===== config.mk =====
export PLATFORM = sky130hd
export DESIGN_NAME = ysyx_24100006_id_exe_reg
export DESIGN_NICKNAME = d
export VERILOG_FILES = /design/src/rtl/ysyx_24100006_pipe_pkg.sv /design/src/rtl/ysyx_24100006_skid_buf.sv /design/src/rtl/ysyx_24100006_id_exe_reg.sv
export SDC_FILE = /design/constraint.sdc
export NUM_CORES = 1
export LEC_CHECK = 0
export ABC_AREA = 1
export BUFFER_PORTS_ARGS = -buffer_cell sky130_fd_sc_hd__buf_2
export CORE_MARGIN = 1.5
export CORE_UTILIZATION = 30
export CTS_CLUSTER_DIAMETER = 200
export DETAILED_ROUTE_END_ITERATION = 7
export REMOVE_ABC_BUFFERS = 1
export SLEW_MARGIN = 20
export SYNTH_ARGS = -nofsm -noshare
export SYNTH_HDL_FRONTEND = slang
export SYNTH_SLANG_ARGS = --single-unit

===== constraint.sdc =====
create_clock -name clk -period 1.82 [get_ports clk]
set_clock_uncertainty 0.1 [all_clocks]
set_input_delay 0.091 -clock clk [delete_from_list [all_inputs] [get_ports clk]]
set_output_delay 0.091 -clock clk [all_outputs]
set_load 0.1 [all_outputs]

===== src/rtl/ysyx_24100006_pipe_pkg.sv =====
// Decode-bundle layout shared by the ID/EXE boundary, plus small helper types.
// Fields are listed MSB-first in the same order as the IDU concatenation.
package ysyx_24100006_pipe_pkg;

  localparam int PAYLOAD_W = 217;

  localparam int PC_W        = 32;
  localparam int IMM_W       = 32;
  localparam int RS1_W       = 32;
  localparam int RS2_W       = 32;
  localparam int CSR_RDATA_W = 32;
  localparam int ALUOP_W     = 5;
  localparam int ALUSRCA_W   = 2;
  localparam int ALUSRCB_W   = 2;
  localparam int GPR_WADDR_W = 4;
  localparam int CSR_WADDR_W = 12;
  localparam int RDSEL_W     = 2;
  localparam int JUMP_W      = 2;
  localparam int WMASK_W     = 4;
  localparam int RMASK_W     = 4;
  localparam int SRW_W       = 2;
  localparam int IRQ_NO_W    = 13;

  localparam int IS_BREAK_O  = 0;
  localparam int IRQ_NO_O    = 1;
  localparam int IRQ_O       = 14;
  localparam int FENCE_I_O   = 15;
  localparam int SRW_O       = 16;
  localparam int RMASK_O     = 18;
  localparam int WMASK_O     = 22;
  localparam int JUMP_O      = 26;
  localparam int RDSEL_O     = 28;
  localparam int CSR_WADDR_O = 30;
  localparam int GPR_WADDR_O = 42;
  localparam int CSR_WEN_O   = 46;
  localparam int GPR_WEN_O   = 47;
  localparam int ALUSRCB_O   = 48;
  localparam int ALUSRCA_O   = 50;
  localparam int ALUOP_O     = 52;
  localparam int CSR_RDATA_O = 57;
  localparam int RS2_O       = 89;
  localparam int RS1_O       = 121;
  localparam int IMM_O       = 153;
  localparam int PC_O        = 185;

  typedef enum logic [1:0] {
    SRW_NONE  = 2'b00,
    SRW_READ  = 2'b01,
    SRW_WRITE = 2'b10
  } srw_e;

  typedef enum logic [1:0] {
    SKID_EMPTY = 2'b00,
    SKID_ONE   = 2'b01,
    SKID_FULL  = 2'b10
  } skid_state_e;

  function automatic logic srw_is_read(input logic [SRW_W-1:0] srw);
    return srw == SRW_READ;
  endfunction

endpackage


===== src/rtl/ysyx_24100006_skid_buf.sv =====
// Generic 2-entry skid buffer with flush; 1-cycle latency when empty.
// in_ready is a pure function of the state register, so upstream never sees out_ready combinationally.
module ysyx_24100006_skid_buf
  import ysyx_24100006_pipe_pkg::*;
#(
  parameter int W = 8
) (
  input  logic         clk,
  input  logic         rst_n,
  input  logic         flush_i,
  input  logic         in_valid_i,
  output logic         in_ready_o,
  input  logic [W-1:0] in_data_i,
  output logic         out_valid_o,
  input  logic         out_ready_i,
  output logic [W-1:0] out_data_o
);

  skid_state_e  state_q, state_d;
  logic [W-1:0] main_q, main_d;
  logic [W-1:0] skid_q;
  logic         ld_main_in, ld_main_skid, ld_skid;
  logic         in_fire, out_fire;

  assign in_ready_o  = (state_q != SKID_FULL);
  assign out_valid_o = (state_q != SKID_EMPTY);
  assign out_data_o  = main_q;
  assign in_fire     = in_valid_i && in_ready_o;
  assign out_fire    = out_valid_o && out_ready_i;

  always_comb begin
    state_d      = state_q;
    ld_main_in   = 1'b0;
    ld_main_skid = 1'b0;
    ld_skid      = 1'b0;
    unique case (state_q)
      SKID_EMPTY: begin
        if (in_fire) begin
          ld_main_in = 1'b1;
          state_d    = SKID_ONE;
        end
      end
      SKID_ONE: begin
        if (in_fire && out_fire) begin
          ld_main_in = 1'b1;
        end else if (out_fire) begin
          state_d = SKID_EMPTY;
        end else if (in_fire) begin
          ld_skid = 1'b1;
          state_d = SKID_FULL;
        end
      end
      SKID_FULL: begin
        if (out_fire) begin
          ld_main_skid = 1'b1;
          state_d      = SKID_ONE;
        end
      end
      default: state_d = SKID_EMPTY;
    endcase
    // Flush wins over everything; payload regs keep stale data behind valid=0.
    if (flush_i) begin
      state_d      = SKID_EMPTY;
      ld_main_in   = 1'b0;
      ld_main_skid = 1'b0;
      ld_skid      = 1'b0;
    end
    main_d = ld_main_skid ? skid_q : in_data_i;
  end

  always_ff @(posedge clk or negedge rst_n) begin
    if (!rst_n) begin
      state_q <= SKID_EMPTY;
      main_q  <= '0;
      skid_q  <= '0;
    end else begin
      state_q <= state_d;
      if (ld_main_in || ld_main_skid) main_q <= main_d;
      if (ld_skid)                    skid_q <= in_data_i;
    end
  end

endmodule


===== src/rtl/ysyx_24100006_id_exe_reg.sv =====
// ID->EXE pipeline register: skid buffer plus hazard export and stall counter; 1-cycle latency.
// Holds the head while EXE stalls; IDU ready is register-driven and drops only when both entries fill.
module ysyx_24100006_id_exe_reg
  import ysyx_24100006_pipe_pkg::*;
#(
  parameter int PAYLOAD_W = ysyx_24100006_pipe_pkg::PAYLOAD_W,
  parameter int CNT_W     = 32
) (
  input  logic                 clk,
  input  logic                 reset,
  input  logic                 in_valid,
  output logic                 in_ready,
  input  logic [PAYLOAD_W-1:0] in_payload,
  output logic                 out_valid,
  input  logic                 out_ready,
  output logic [PAYLOAD_W-1:0] out_payload,
  input  logic                 flush,
  output logic [3:0]           ex_rd_addr,
  output logic                 ex_gpr_write,
  output logic                 ex_is_load,
  output logic [CNT_W-1:0]     stall_cnt
);

  logic [CNT_W-1:0] stall_cnt_q, stall_cnt_d;

  ysyx_24100006_skid_buf #(
    .W(PAYLOAD_W)
  ) u_skid (
    .clk        (clk),
    .rst_n      (reset),
    .flush_i    (flush),
    .in_valid_i (in_valid),
    .in_ready_o (in_ready),
    .in_data_i  (in_payload),
    .out_valid_o(out_valid),
    .out_ready_i(out_ready),
    .out_data_o (out_payload)
  );

  // Only the head is exported: a skid entry implies the IDU is already blocked.
  assign ex_rd_addr   = out_valid ? out_payload[GPR_WADDR_O +: GPR_WADDR_W] : '0;
  assign ex_gpr_write = out_valid && out_payload[GPR_WEN_O];
  assign ex_is_load   = out_valid && srw_is_read(out_payload[SRW_O +: SRW_W]);

  assign stall_cnt_d = stall_cnt_q + CNT_W'(1);
  assign stall_cnt   = stall_cnt_q;

  always_ff @(posedge clk or negedge reset) begin
    if (!reset) begin
      stall_cnt_q <= '0;
    end else if (out_valid && !out_ready) begin
      stall_cnt_q <= stall_cnt_d;
    end
  end

endmodule


After elaboration in Yosys (flattened, before gate mapping)
Cells that the tools add are included.

cells by class
  order comparisons = 0
  bitwise gates (word level) = 0
  eq/ne operators = 8
  reductions and logical operators = 11
  divide/modulo/power cells = 0
  multiply operators = 0
  multiplexer cells = 20
  shifts and indexed selects = 0
  add/subtract/negate cells = 1

operators by type and width
  cell                                                   number
  two-way mux 217 bit                                    1
  adder 32 x 1 -> 32 bit, second input constant          1
  two-way mux 2 bit                                      6
  two-way mux 1 bit                                      10
  logical AND 1 bit                                      6
  inequality test 3 x 2 -> 1 bit, second input constant  2
  one-hot mux 2 bit (3 select lines)                     1
  equality test 2 x 1 -> 1 bit, second input constant    2
  two-way mux 4 bit                                      1
  inequality test 4 x 2 -> 1 bit, second input constant  1
  AND reduction 4 bit                                    1
  inequality test 3 bit, second input constant           1
  equality test 2 bit, second input constant             1
  zero test 2 bit                                        1
  inequality test 2 bit, second input constant           1
  one-hot mux 1 bit (2 select lines)                     1
  nonzero test 2 bit                                     1
  zero test 1 bit                                        1
  logical OR 1 bit                                       1

storage, ports and cells
  register bits = 468
  ROM bits = 0
  memories = 0
  input port bits = 222
  memory bits (writable) = 0
  word-level logic and storage cells = 44
  bits in latches = 0

Logic depth before layout (Yosys ltp)
  depth in word-level cells = 7
  depth in mapped cells = 10
  depth with buffers taken out = 9

By module
Synthesis repeated with hierarchy kept, for this count alone.

second synthesis, totals
  cell total of the unflattened synthesis = 2854
  area, all modules = 22062.4 µm²

by module, submodules not included
  module                    times used  sequential area each (µm²)  cells an instance  area each (µm²)
  ysyx_24100006_skid_buf    1           10910.5                     2610               20180.6
  ysyx_24100006_id_exe_reg  1           800.8                       244                1881.8

Least setup slack after synthesis
Ideal clock, no wire load.

  path kind = register -> output
  start = reg u_skid.main_q[16] (netlist: u_skid.out_data_o[16])
  end = out ex_is_load
  path slack = -1504 ps
  stages on the path, launching flop included = 3
  required time = 1629 ps
  arrival time = 3133 ps
  path through = dfrtp_1 inv_1 nor3_1

on the way
  cells in the longest elaborated chain, start to end = 2

ends and longest elaborated chain
  what                          RTL line                        RTL
  from (decl)                   ysyx_24100006_skid_buf.sv:20    logic [W-1:0] main_q, main_d;
  from (signal assigned)        ysyx_24100006_skid_buf.sv:78    if (ld_main_in || ld_main_skid) main_q <= main_d;
  equality test 2 x 1 -> 1 bit  ysyx_24100006_pipe_pkg.sv:59    return srw == SRW_READ;
  logical AND 1 bit             ysyx_24100006_id_exe_reg.sv:43  assign ex_is_load = out_valid && srw_is_read(out_payload[SRW_O +: SRW_W]);
  to (decl)                     ysyx_24100006_id_exe_reg.sv:20  output logic ex_is_load,

Every way passes these cells.

Worst setup path in the final report
  start = reg u_skid.state_q[0]
  end = reg u_skid.main_q[123] (netlist: u_skid.out_data_o[123])

on the way
  cells in the longest elaborated chain, start to end = 7

ends and longest elaborated chain
  what                                                                RTL line                                                    RTL
  from (decl)                                                         ysyx_24100006_skid_buf.sv:19                                skid_state_e state_q, state_d;
  from (signal assigned)                                              ysyx_24100006_skid_buf.sv:77                                state_q <= state_d;
  inequality test 2 bit / nonzero test 2 bit (equally long branches)  ysyx_24100006_skid_buf.sv:25, ysyx_24100006_skid_buf.sv:26
  logical AND 1 bit (on tied branches)                                ysyx_24100006_skid_buf.sv:28, ysyx_24100006_skid_buf.sv:29
  logical AND 1 bit                                                   ysyx_24100006_skid_buf.sv:44                                if (in_fire && out_fire) begin
  two-way mux 1 bit                                                   ysyx_24100006_skid_buf.sv:44
  one-hot mux 1 bit (2 select lines)                                  ysyx_24100006_skid_buf.sv:36                                unique case (state_q)
  two-way mux 1 bit                                                   ysyx_24100006_skid_buf.sv:62                                if (flush_i) begin
  logical OR 1 bit                                                    ysyx_24100006_skid_buf.sv:78

Parallel ways exist; a longest one is shown, timed or not.
A chain may end at the register's enable or synchronous reset.

==> impl_table.tex <==
\begin{tabular}{lr}
\hline
Metric & Value \\
\hline
\multicolumn{2}{l}{\textbf{Die}} \\
Rows & 96 \\
Die span in y & 266.3 µm \\
Initial standard-cell utilization of the core & between 30\% and 40\% \\
I/O pin cnt & $\sim$480 \\
Total die area & 70900 µm² \\
DIE WIDTH & 266.3 µm \\
Core area & 68590 µm² \\
\multicolumn{2}{l}{\textbf{Logic synthesis}} \\
Count of warnings emitted by yosys & 0 \\
Avg Synthesized Cell Area & 8.072 µm² \\
Seq/Total Area, Yosys & between 50\% and 60\% \\
Cell variety after synth & 24 \\
Post-Synthesis Cells & between 2000 and 3000 \\
Netlist Area Pre-Place & 20790 µm² \\
Flop and latch count out of synthesis & 468 \\
\multicolumn{2}{l}{\textbf{GRT}} \\
Via count of the first global-routing pass & 18302 \\
Largest net degree at the start of global routing & 83 \\
Antenna violations before repair & 2 \\
Overall Global Routing Usage & 17.00\% \\
Wire length of the first global-routing pass & between 90 and 100 mm \\
Total grt overflow & 0 \\
\multicolumn{2}{l}{\textbf{STA}} \\
Final Cycle Share & 103.9\% \\
Pins Over Slew Limit & 0 \\
Actual slew at the worst max-slew pin & about 0.56 ns \\
Minimum setup slack in the final design & -0.07164 ns \\
Final setup fails & 63 \\
Tmin final & 1.892 ns \\
Number of endpoints with negative hold slack in the final report & 0 \\
Relative slew slack & 62.77\% \\
RSZ-0062 raised after global routing & true \\
Highest Clock Rate & 528.6 MHz \\
\multicolumn{2}{l}{\textbf{Worst setup path}} \\
Kind of end point of the critical path & register \\
Slowest CP cell & sky130\_fd\_sc\_hd\_\_dfrtp\_2 \\
Category of the critical setup timing path & reg -> reg \\
Critical Path RT & roughly 2.2 ns \\
Critical path cell sequence & inv\_2 > nand2\_4 > nand2\_4 > inv\_4 > o211ai\_4 > buf\_12 > nand2\_8 > buf\_16 > buf\_4 > nand2\_1 > nand2\_1 \\
Critical path arrival & 2.26 ns \\
Max stage delay on crit path & approximately 0.45 ns \\
Kind of start point of the critical path & register \\
Largest driver fanout on the critical path & 31 \\
\multicolumn{2}{l}{\textbf{Placed design}} \\
Post-DP HPWL & 41.67 mm \\
Worst slack at placement & -0.04520 ns \\
Final estimated routing congestion in global placement & approximately 0.85 \\
Port Buf Inserts & 478 \\
\multicolumn{2}{l}{\textbf{CTS}} \\
Number of clock buffers inserted by TritonCTS & 52 \\
Maximum level of the CTS H-tree & 2 \\
Number of buffers on the longest clock path & 3 \\
TritonCTS clock tree & yes \\
Number of clock sinks & 468 \\
Clock latency on the worst-skew pair & 0.58 ns \\
Clock edge transition at the registers on the reported setup and hold paths & 0.06 ns \\
Clock tree root driver cell & sky130\_fd\_sc\_hd\_\_clkbuf\_16 \\
\multicolumn{2}{l}{\textbf{Job}} \\
Max Cap Violations & 0 \\
\multicolumn{2}{l}{\textbf{Run status}} \\
Failing checks & negative setup slack \\
Outcome & finished, violations left \\
\multicolumn{2}{l}{\textbf{Power and ir drop}} \\
Post-layout power & between 40 and 50 mW \\
Peak VDD IR & 1.015 mV \\
Leakage power & $\sim$16 nW \\
Power density over the cells & approximately 1400 nW/µm² \\
\multicolumn{2}{l}{\textbf{Hold path}} \\
Worst hold path class & in -> reg \\
\multicolumn{2}{l}{\textbf{Layout}} \\
Multi-input logic area & 7540 µm² \\
FF+latch area & 11710 µm² \\
Synthesis-to-layout area growth & 42.69\% \\
Nets & roughly 3500 \\
Number of fillers in the final layout & 6718 \\
Most frequent cells in the layout & 709 x sky130\_fd\_sc\_hd\_\_nand2\_1, 469 x sky130\_fd\_sc\_hd\_\_buf\_2, 466 x sky130\_fd\_sc\_hd\_\_dfrtp\_1, 248 x sky130\_fd\_sc\_hd\_\_inv\_1, 236 x sky130\_fd\_sc\_hd\_\_nor2\_1 \\
Fraction of final layout cells with drive strength greater than 1 & 21.84\% \\
Commonest non-fill, non-tap cell in the layout & sky130\_fd\_sc\_hd\_\_nand2\_1 \\
\multicolumn{2}{l}{\textbf{Detailed routing}} \\
Number of vias per cell & $\sim$4.5 \\
Number of detailed-routing iterations run before antenna repair & 5 \\
Sum of routed wire length over all layers & between 60 and 70 mm \\
Via count & 19238 \\
First DRT Iteration DRCs & 1214 \\
Drc violations & 0 \\
ANT nets after route & 0 \\
Average wire length per cell after detail routing & 14.89 µm \\
\hline
\end{tabular}
synthesized netlist by cell type (all sizes together):
master	instances	share of area, %
clkbuf	61	1.1
o211ai	1	0.060
a21oi	218	5.2
o31ai	1	0.036
xnor2	9	0.38
nand2	717	13
nor3	7	0.17
nand4	16	0.48
inv	250	4.5
xor2	9	0.38
dfrtp	468	56
o21ai	225	5.4
nor2	252	4.6
nor3b	1	0.036
nand3	229	5.5
nand3b	6	0.22
buf	105	2.4
ha	1	0.060
cell type report:
type | count | share of cell area [%]
clock buffer | 79 | 5.271
timing repair buffer | 846 | 22.57
clock inverter | 7 | 0.1645
multi-input combinational | 1692 | 25.41
antenna | 1 | 0.008434
tap | 931 | 3.926
inverter | 250 | 3.171
sequential | 468 | 39.48
power by group:
part / leakage (nW) / internal [mW] / switching, mW
combinational: 9.85 / 3.27 / 12.4
sequential: 5.44 / 13.2 / 1.18
clock: 0.792 / 5.86 / 4.26
total: 16.1 / 22.3 / 17.8
cells by family after synthesis:
group | Yosys count | share of synthesized area [%]
buffers and inverters | 416 | 8.063
AO/OA/AOI/OAI | 445 | 10.76
flip-flops | 468 | 56.32
adder cells (fa/ha/maj) | 1 | 0.06016
AND/OR/NAND/NOR | 1228 | 24.04
XOR/XNOR | 18 | 0.7582
critical path: cells and delay by family, from the launching register on:
family / cells / cell delay (ns)
AND/OR/NAND/NOR: 5 / 0.35
flip-flops: 1 / 0.45
buffers and inverters: 5 / 0.72
AO/OA/AOI/OAI: 1 / 0.10
routing by layer:
metal	vias to the layer above	global-route usage, %	share of wire [%]
met5	-	0	0.036
met4	4	4.039	1.9
met3	95	3.651	6.0
met2	518	27.72	47
met1	9006	22.97	45
li1	9615	-	-
sequential cells by signal, summed over array words and instances, names as in the netlist:
signal	count
u_skid.state_q	2
stall_cnt	32
u_skid.skid_q	217
u_skid.out_data_o	217
path summary, 6_finish.rpt:
path | start | to | slack [ns] | depth (start not counted)
min in group asynchronous | reset | u_skid.skid_q[28] | 0.55 | 3
hold reg to reg | u_skid.out_data_o[186] | u_skid.out_data_o[186] | 0.40 | 2
hold / removal | in_payload[108] | u_skid.skid_q[108] | 0.21 | 4
setup reg to reg | u_skid.state_q[0] | u_skid.out_data_o[123] | -0.07 | 11
max in group asynchronous | reset | u_skid.out_data_o[41] | 0.32 | 4
setup / recovery | u_skid.state_q[0] | u_skid.out_data_o[123] | -0.07 | 11
through the flow:
step           instance area (µm²)  TNS (ns)  hold slack, ns  cells  utilization, %
4_1_cts                      29300    -9.896          0.1590   4257           42.72
2_1_floorplan                20060  -4208.72         -0.3046   2410               -
5_1_grt                      29670    -12.42          0.1942   4273           43.26
6_report                     29670    -2.050          0.2092   4274           43.26
3_3_place_gp                 25210  -0.02416        -0.02996   3941           36.76
3_5_place_dp                 25210    -1.534        -0.03201   3941           36.76
repair_timing:
item / CTS / global route
hold buffers: 222 / 0
endpoints found under the setup margin: 219 / 457
buffers inserted: 5 / 9
endpoints found under the hold margin: 908 / 0
cloned: 3 / 7
pin swaps: 2 / 4
resized for setup: 23 / 37
Note: power is estimated with default switching activity, not from simulation.
